--- src/rtl/cdb_arbiter.sv ---
`default_nettype none
// ============================================================================
// Module   : cdb_arbiter
// Brief    : Round-robin common-data-bus arbiter with one-entry buffers per
//            requester. Define CDB_ARB_BR_PRIO_EN to give BR_IDX absolute priority.
// Revision : 1.0  initial release
// ============================================================================
module cdb_arbiter #(
    parameter int N_REQ     = 4,
    parameter int ROB_DEPTH = 8,
    parameter int BR_IDX    = 3,
    localparam int TW       = $clog2(ROB_DEPTH),
    localparam int SW       = $clog2(N_REQ)
) (
    input  logic                  clk,
    input  logic                  rst,
    input  logic                  flush,
    input  logic [N_REQ-1:0]      req_valid,
    input  logic [N_REQ*TW-1:0]   req_tag,
    input  logic [N_REQ*32-1:0]   req_data,
    output logic [N_REQ-1:0]      req_ready,
    output logic                  cdb_valid,
    output logic [TW-1:0]         cdb_tag,
    output logic [31:0]           cdb_data,
    output logic [SW-1:0]         cdb_src
);

`ifdef CDB_ARB_BR_PRIO_EN
    localparam bit c_br_prio = 1'b1;
`else
    localparam bit c_br_prio = 1'b0;
`endif

    logic [N_REQ-1:0] r_buf_valid;
    logic [TW-1:0]    r_buf_tag  [N_REQ];
    logic [31:0]      r_buf_data [N_REQ];
    logic [SW-1:0]    r_rr;

    logic             r_cdb_valid;
    logic [TW-1:0]    r_cdb_tag;
    logic [31:0]      r_cdb_data;
    logic [SW-1:0]    r_cdb_src;

    logic [N_REQ-1:0] w_grant;
    logic [N_REQ-1:0] w_accept;
    logic [SW-1:0]    w_gidx;
    logic             w_any;
    logic             w_prio;
    logic [TW-1:0]    w_tag  [N_REQ];
    logic [31:0]      w_data [N_REQ];

    generate
        for (genvar i = 0; i < N_REQ; i++) begin : g_req
            assign w_tag[i]     = req_tag[i*TW +: TW];
            assign w_data[i]    = req_data[i*32 +: 32];
            // A buffer being drained this cycle may refill at the same edge.
            assign req_ready[i] = !rst && !flush && (!r_buf_valid[i] || w_grant[i]);
            assign w_accept[i]  = req_valid[i] && req_ready[i];
        end
    endgenerate

    // Search from r_rr upward, wrapping; the branch override bypasses the pointer.
    always_comb begin
        w_grant = '0;
        w_gidx  = '0;
        w_any   = 1'b0;
        w_prio  = 1'b0;
        if (c_br_prio && r_buf_valid[BR_IDX]) begin
            w_prio = 1'b1;
            w_any  = 1'b1;
            w_gidx = SW'(BR_IDX);
        end else begin
            for (int k = 0; k < N_REQ; k++) begin
                if (!w_any && r_buf_valid[(int'(r_rr) + k) % N_REQ]) begin
                    w_any  = 1'b1;
                    w_gidx = SW'((int'(r_rr) + k) % N_REQ);
                end
            end
        end
        w_grant[w_gidx] = w_any;
    end

    always_ff @(posedge clk) begin
        if (rst) begin
            r_buf_valid <= '0;
            r_rr        <= '0;
            r_cdb_valid <= 1'b0;
            r_cdb_tag   <= '0;
            r_cdb_data  <= '0;
            r_cdb_src   <= '0;
        end else if (flush) begin
            r_buf_valid <= '0;
            r_cdb_valid <= 1'b0;
        end else begin
            r_cdb_valid <= w_any;
            if (w_any) begin
                r_cdb_tag  <= r_buf_tag[w_gidx];
                r_cdb_data <= r_buf_data[w_gidx];
                r_cdb_src  <= w_gidx;
                if (!w_prio) begin
                    r_rr <= (w_gidx == SW'(N_REQ - 1)) ? '0 : w_gidx + 1'b1;
                end
            end
            for (int i = 0; i < N_REQ; i++) begin
                if (w_accept[i]) begin
                    r_buf_valid[i] <= 1'b1;
                    r_buf_tag[i]   <= w_tag[i];
                    r_buf_data[i]  <= w_data[i];
                end else if (w_grant[i]) begin
                    r_buf_valid[i] <= 1'b0;
                end
            end
        end
    end

    assign cdb_valid = r_cdb_valid;
    assign cdb_tag   = r_cdb_tag;
    assign cdb_data  = r_cdb_data;
    assign cdb_src   = r_cdb_src;

endmodule
`default_nettype wire
--- config.mk ---
export PLATFORM = sky130hd
export DESIGN_NAME = cdb_arbiter
export DESIGN_NICKNAME = d
export VERILOG_FILES = /design/src/rtl/cdb_arbiter.sv
export SDC_FILE = /design/constraint.sdc
export NUM_CORES = 1
export LEC_CHECK = 0
export ABC_AREA = 0
export CORE_MARGIN = 5
export CORE_UTILIZATION = 45
export DETAILED_ROUTE_END_ITERATION = 8
export GPL_ROUTABILITY_DRIVEN = 0
export HOLD_SLACK_MARGIN = 0.1
export PLACE_DENSITY = 0.79
export SLEW_MARGIN = 20
export SYNTH_ARGS = -nofsm -noshare
export SYNTH_HDL_FRONTEND = slang
export SYNTH_SLANG_ARGS = --single-unit
--- constraint.sdc ---
create_clock -name clk -period 4.6 [get_ports clk]
set_input_delay 0.69 -clock clk [delete_from_list [all_inputs] [get_ports clk]]
set_output_delay 0.69 -clock clk [all_outputs]
set_load 0.02 [all_outputs]
==> run summary, run 1 <==
outcome: complete, no violations
worst hold start: cdb_src[0]$_SDFFE_PP0P_
Fmax: 261 MHz
Yosys cell types: 45
Clock Tree Buf Depth: 2
GRT Total Usage: 20.2%
worst-path fanout max: 38
DRC Markers: 0
DP Wirelength: 12300 um
Async SR Flop Fraction: 0%
Sw Pwr: 0.871 mW
Rows: 46
Synth warnings: 0
CP Class: reg2out
clock power share: 35.6%
clock slew at reported path FFs: 60 ps
Combinational Power Share: 13.4%
Inserted Diodes: 0
internal power: 2.86 mW
Reg2Reg Depth: 5
initial antenna violation count: 1
slew margin rel.: 37.7%
clk_lat worst skew: 420 ps
dpl cell area: 9150 um^2
average wire per standard cell: 20.5 um
area of the core: 15800 um^2
actual slew at the worst max-slew pin: 934 ps
worst reg2reg path startpoint: r_rr[1]$_SDFFE_PP0P_
IO Count: 189
H-tree depth: 4
TritonRoute pass-1 iters: 5
Critical Path Start Type: register
Final setup viols: 0
PD cells: 384 nW/um^2
ys flop type: edfxtp_1
CTS tree: done
RR Endpoint: r_buf_data[1][15]$_DFFE_PP_
skew final: 6.99 ps
Tmin final: 3840 ps
static leakage: 3.34 nW
CTS root buffer: clkbuf_16
WL final: 18400 um
Post-synth EDFFs: 140
Flop pwr share: 51.0%
hold bufs inserted after CTS: 0
final hold violations: 0
post-synthesis area per instance: 14.5 um^2
peak supply drop: 262 uV
cell taking the most area after synthesis: edfxtp_1
RSZ-0062 raised after global routing: no
DR vias/cell: 5.51
crit end category: output port
Post-DRT Antenna Nets: 0
Final Cycle Share: 83.4%
I/O Buffers: 188
clk sinks: 184
Worst EP arrival: 3150 ps
DRT iter0 DRCs: 358
Hold Path Depth: 2
Final Max Tran Viols: 0
Synth Register Bits: 184
share of post-route cells with drive strength above 1: 11.7%
Die Y: 137 um
hold endpoint: cdb_src[0]$_SDFFE_PP0P_
Fillers: 1150
Final #Nets: 817
Die Wd: 137 um
pre-CTS WS: 1210 ps
largest net degree at the start of global routing: 42
Yosys top cell area share: 58.2%
setup TNS: 0 ps
ranking of synthesized cells by area: edfxtp_1, dfxtp_1, a211oi_2
vias in the first global route: 5342
Syn-to-layout area delta: 34.4%
Net Sw Frac: 23.4%
register area share after synthesis: 70.4%
Mapped Area: 7230 um^2
Resized Gates After CTS: 0
first-pass GRT wire length: 28300 um
via count: 4950
R2R setup slack: 1570 ps
Synth Instances: 499
Starting Density: 45.7%
final instance area: 9710 um^2
total grt overflow: 0
CP required: 3910 ps
die area: 18700 um^2
# Post-CTS Setup Buffers: 0
CTS Buf Count: 17
Min-Delay Path Class: reg2reg
setup ws final: 764 ps
Mapped Nets: 646
number of max-cap violations: 0
## logic make-up after synthesis
group / after synthesis / share of synthesized area (%)
AO/OA/AOI/OAI: 165 / 18.3
buffers and inverters: 44 / 4.03
AND/OR/NAND/NOR: 106 / 7.32
flip-flops: 184 / 70.4
## area by class of cell
| type | instances | area [um^2] | area share (%) |
|---|---|---|---|
| Timing Repair Buffer | 194 | 1940 | 20.0 |
| Tap cell | 216 | 270 | 2.78 |
| Sequential cell | 184 | 5080 | 52.4 |
| Multi-Input combinational cell | 271 | 1870 | 19.3 |
| Clock inverter | 13 | 104 | 1.07 |
| Inverter | 2 | 7.51 | 0.0773 |
| Clock buffer | 19 | 433 | 4.46 |
## critical path, stage by stage (launching register included)
cell	delay (ps)
dfxtp_1	620
a21o_2	190
a21boi_0	80
o22a_2	510
or3_1	500
a21oi_1	180
clkdlybuf4s50_1	630
## worst max path at each step
stage	end	start	depth (start not counted)
2_1_floorplan	r_buf_data[3][0]$_DFFE_PP_	rst	5
3_3_place_gp	req_ready[1]	r_rr[1]$_SDFFE_PP0P_	6
3_5_place_dp	req_ready[1]	r_rr[1]$_SDFFE_PP0P_	6
4_1_cts	req_ready[1]	r_rr[1]$_SDFFE_PP0P_	6
5_1_grt	req_ready[1]	r_rr[1]$_SDFFE_PP0P_	6
6_report	req_ready[1]	r_rr[1]$_SDFFE_PP0P_	6
## Yosys cell counts (2+ instances only)
library cell and n:
buf_6 10, nand2b_1 3, a211oi_2 30, edfxtp_1 140, inv_1 2, a21oi_1 12, and3_1 3, nor2_1 43
a21boi_0 2, a21o_1 36, and2_1 4, buf_2 13, o21ai_1 29, clkbuf_1 11, dlygate4sd1_1 2, o221ai_1 2
a211oi_1 5, buf_4 2, nand3_1 35, dfxtp_1 44, o21ai_0 7, dlygate4sd3_1 2, nand2_1 6, a221oi_1 35
## power groups by stage
stage          clock network [mW]  logic (mW)  registers (mW)
5_1_grt                      1.42       0.538            1.91
3_3_place_gp                    0       0.481            1.93
4_1_cts                      1.35       0.500            1.90
6_report                     1.33       0.501            1.90
2_1_floorplan                   0       0.228            1.96
3_5_place_dp                    0       0.495            1.93
## state kept, by name, summed over array words and instances (netlist names)
name,cells
cdb_tag,3
r_rr,2
r_buf_data,128
cdb_src,2
cdb_valid,1
cdb_data,32
r_buf_valid,4
r_buf_tag,12
## per-stage QoR
step | hold slack [ps] | util, % | power, mW | std cells
finish | 468 | 61.4 | 3.73 | 899
global route | 486 | 61.4 | 3.86 | 899
CTS | 464 | 61.2 | 3.75 | 898
detailed placement | 453 | 57.8 | 2.43 | 866
global placement | 463 | 57.8 | 2.41 | 866
floorplan | 509 | - | 2.19 | 499
## layer usage
metal | wire, um | GRT usage [%] | share of wire, %
met5 | 11 | 0 | 0.060
met4 | 368 | 6.94 | 2.0
met3 | 1510 | 6.32 | 8.2
met2 | 9130 | 33.6 | 50
met1 | 7390 | 24.9 | 40
## cells in the final DEF (no fill, tap or decap), types with 3 or more instances in the layout
cell type and instances:
a221oi_1 35, nand2b_1 3, a21o_1 36, clkdlybuf4s50_1 187
a211oi_1 5, clkinv_1 3, o21ai_1 29, and3_2 3
o21ai_0 7, edfxtp_1 140, nor2_1 43, clkinv_2 4
a21oi_1 11, inv_6 3, dfxtp_1 44, nand3_1 35
clkbuf_16 17, buf_4 5, and2_2 3, a211oi_2 30
nand2_1 6
Note: power is estimated with default switching activity, not from simulation.
==> inputs of run 2 (changes only) <==
- CORE_UTILIZATION: 45 -> 44
- PLACE_DENSITY: 0.79 -> 0.8
- clock period: 4.6 -> 3.14 ns (I/O delays scaled with it)
==> run 2 against run 1 <==
  * Sequential power rose by 46%
  * Highest routed layer is now met4
  * Register-to-register slack got worse by 920 ps
  * Worst setup slack got worse by 660 ps
==> run summary, run 2 (synthesis results as in run 1) <==
Flop pwr share: 50.3% (-0.7 points)
CTS Buf Count: 17 (unchanged)
static leakage: 3.39 nW (+1.5%)
initial antenna violation count: 0 (-1)
largest net degree at the start of global routing: 41 (-2.4%)
I/O Buffers: 188 (unchanged)
Min-Delay Path Class: reg2reg
TritonRoute pass-1 iters: 4 (-1)
Die Y: 138 um (+1.0%)
Combinational Power Share: 13.4% (about the same)
clock slew at reported path FFs: 70 ps (about the same)
most frequent cells in the layout: clkdlybuf4s50_1, edfxtp_1, nor2_1
Final #Nets: 825 (+0.98%)
pre-CTS WS: 357 ps (-854 ps)
CTS tree: done
clk sinks: 184 (unchanged)
Net Sw Frac: 23.6% (+0.23 points)
worst-path fanout max: 8 (-79%)
dpl cell area: 9260 um^2 (+1.3%)
first-pass GRT wire length: 28700 um (+1.2%)
setup TNS: 0 ps (unchanged)
Largest register FFs: 128 (unchanged)
IO Count: 189 (unchanged)
worst hold start: cdb_src[1]$_SDFFE_PP0P_
Worst path slowest cell: clkdlybuf4s50_1
share of post-route cells with drive strength above 1: 13.0% (+1.3 points)
RSZ-0062 raised after global routing: no
Clock Tree Buf Depth: 2 (unchanged)
area of the core: 16000 um^2 (+1.1%)
clock power share: 36.3% (+0.7 points)
clk_lat worst skew: 430 ps (about the same)
WL final: 18500 um (+0.28%)
final instance area: 9820 um^2 (+1.1%)
Rows: 46 (unchanged)
actual slew at the worst max-slew pin: 964 ps (+29.8 ps)
CP Class: reg2out
Worst EP arrival: 2560 ps (-590 ps)
Fillers: 1199 (+4.3%)
H-tree depth: 4 (unchanged)
die area: 19100 um^2 (+2.1%)
number of max-cap violations: 0 (unchanged)
PD cells: 563 nW/um^2 (+47%)
setup ws final: 106 ps (-657 ps)
Crit path buffers/inverters: 1 (unchanged)
Die Wd: 138 um (+1.0%)
slew margin rel.: 35.4% (-2.3 points)
Non-Filler Instances: 907 (+0.89%)
DRT iter0 DRCs: 364 (+1.7%)
skew final: 15.3 ps (+8.32 ps)
peak per-stage delay on the critical path: 630 ps (about the same)
DP Wirelength: 12700 um (+3.0%)
Fmax: 330 MHz
vias in the first global route: 5264 (-1.5%)
final hold violations: 0 (unchanged)
Top reg by flops: r_buf_data
DRC Markers: 0 (unchanged)
commonest non-fill, non-tap cell in the layout: clkdlybuf4s50_1
crit end category: output port
Final setup viols: 0 (unchanged)
worst reg2reg path startpoint: r_rr[0]$_SDFFE_PP0P_
final core utilization: 61.4% (about the same)
Final Cycle Share: 96.6%
Inserted Diodes: 0 (unchanged)
total grt overflow: 0 (unchanged)
DR vias/cell: 5.46 (-0.92%)
hold bufs inserted after CTS: 0 (unchanged)
average wire per standard cell: 20.4 um (-0.61%)
dpl cells: 875 (+1.0%)
outcome: complete, no violations
GRT Total Usage: 19.1% (-1.1 points)
CP startpoint: r_rr[0]$_SDFFE_PP0P_
Critical Path Start Type: register
CP required: 2670 ps (-1240 ps)
Starting Density: 45.2% (-0.49 points)
via count: 4948 (-0.040%)
internal power: 4.22 mW (+48%)
Final Max Tran Viols: 0 (unchanged)
peak supply drop: 383 uV (+46%)
Sw Pwr: 1.30 mW (+50%)
Tmin final: 3030 ps
crit-path leading delay family: simple AND/OR/NAND/NOR gates
Syn-to-layout area delta: 35.9%
# Post-CTS Setup Buffers: 0 (unchanged)
Post-DRT Antenna Nets: 0 (unchanged)
Cell Chain, Critical Path: and2b_4 > nor2_1 > o22a_2 > or3_1 > a21oi_1 > clkdlybuf4s50_1
Resized Gates After CTS: 1 (+1)
CTS root buffer: clkbuf_16
-- run 2: layout make-up --
class / instances / area [um^2] / area share [%]
clock buffer: 22 / 454 / 4.62
inverter: 2 / 7.51 / 0.0764
sequential: 184 / 5090 / 51.8
tap: 216 / 270 / 2.75
timing repair buffer: 202 / 2030 / 20.7
clock inverter: 10 / 96.3 / 0.981
multi-input combinational: 271 / 1870 / 19.0
-- run 2: worst paths after layout --
| check | depth (start not counted) | slack, ps | endpoint |
|---|---|---|---|
| min reg2reg | 2 | 470 | cdb_src[1]$_SDFFE_PP0P_ |
| min | 2 | 470 | cdb_src[1]$_SDFFE_PP0P_ |
| max reg2reg | 7 | 650 | r_buf_data[1][3]$_DFFE_PP_ |
| max | 6 | 110 | req_ready[1] |
-- run 2: worst min-delay path, stage by stage, from the launching register on --
cell	delay (ps)
dfxtp_1	320
nand2_1	50
a21oi_1	50
-- run 2: layer usage --
layer / wire length (um) / vias up / GRT usage, %
met5: 0 / - / 0
met4: 357 / 0 / 6.97
li1: - / 2302 / -
met1: 7660 / 2424 / 23.4
met2: 9270 / 200 / 32.3
met3: 1170 / 22 / 5.34
-- run 2: power groups by stage --
stage,clock network (mW),logic (mW),registers (mW)
2_1_floorplan,0,0.334,2.87
3_3_place_gp,0,0.720,2.83
3_5_place_dp,0,0.743,2.83
4_1_cts,2.04,0.748,2.78
5_1_grt,2.15,0.793,2.79
6_report,2.00,0.742,2.78
-- run 2: metrics by stage --
step	hold WS, ps	power [mW]
3_5_place_dp	459	3.57
6_report	466	5.53
4_1_cts	469	5.57
3_3_place_gp	457	3.55
5_1_grt	490	5.73
2_1_floorplan	509	3.20
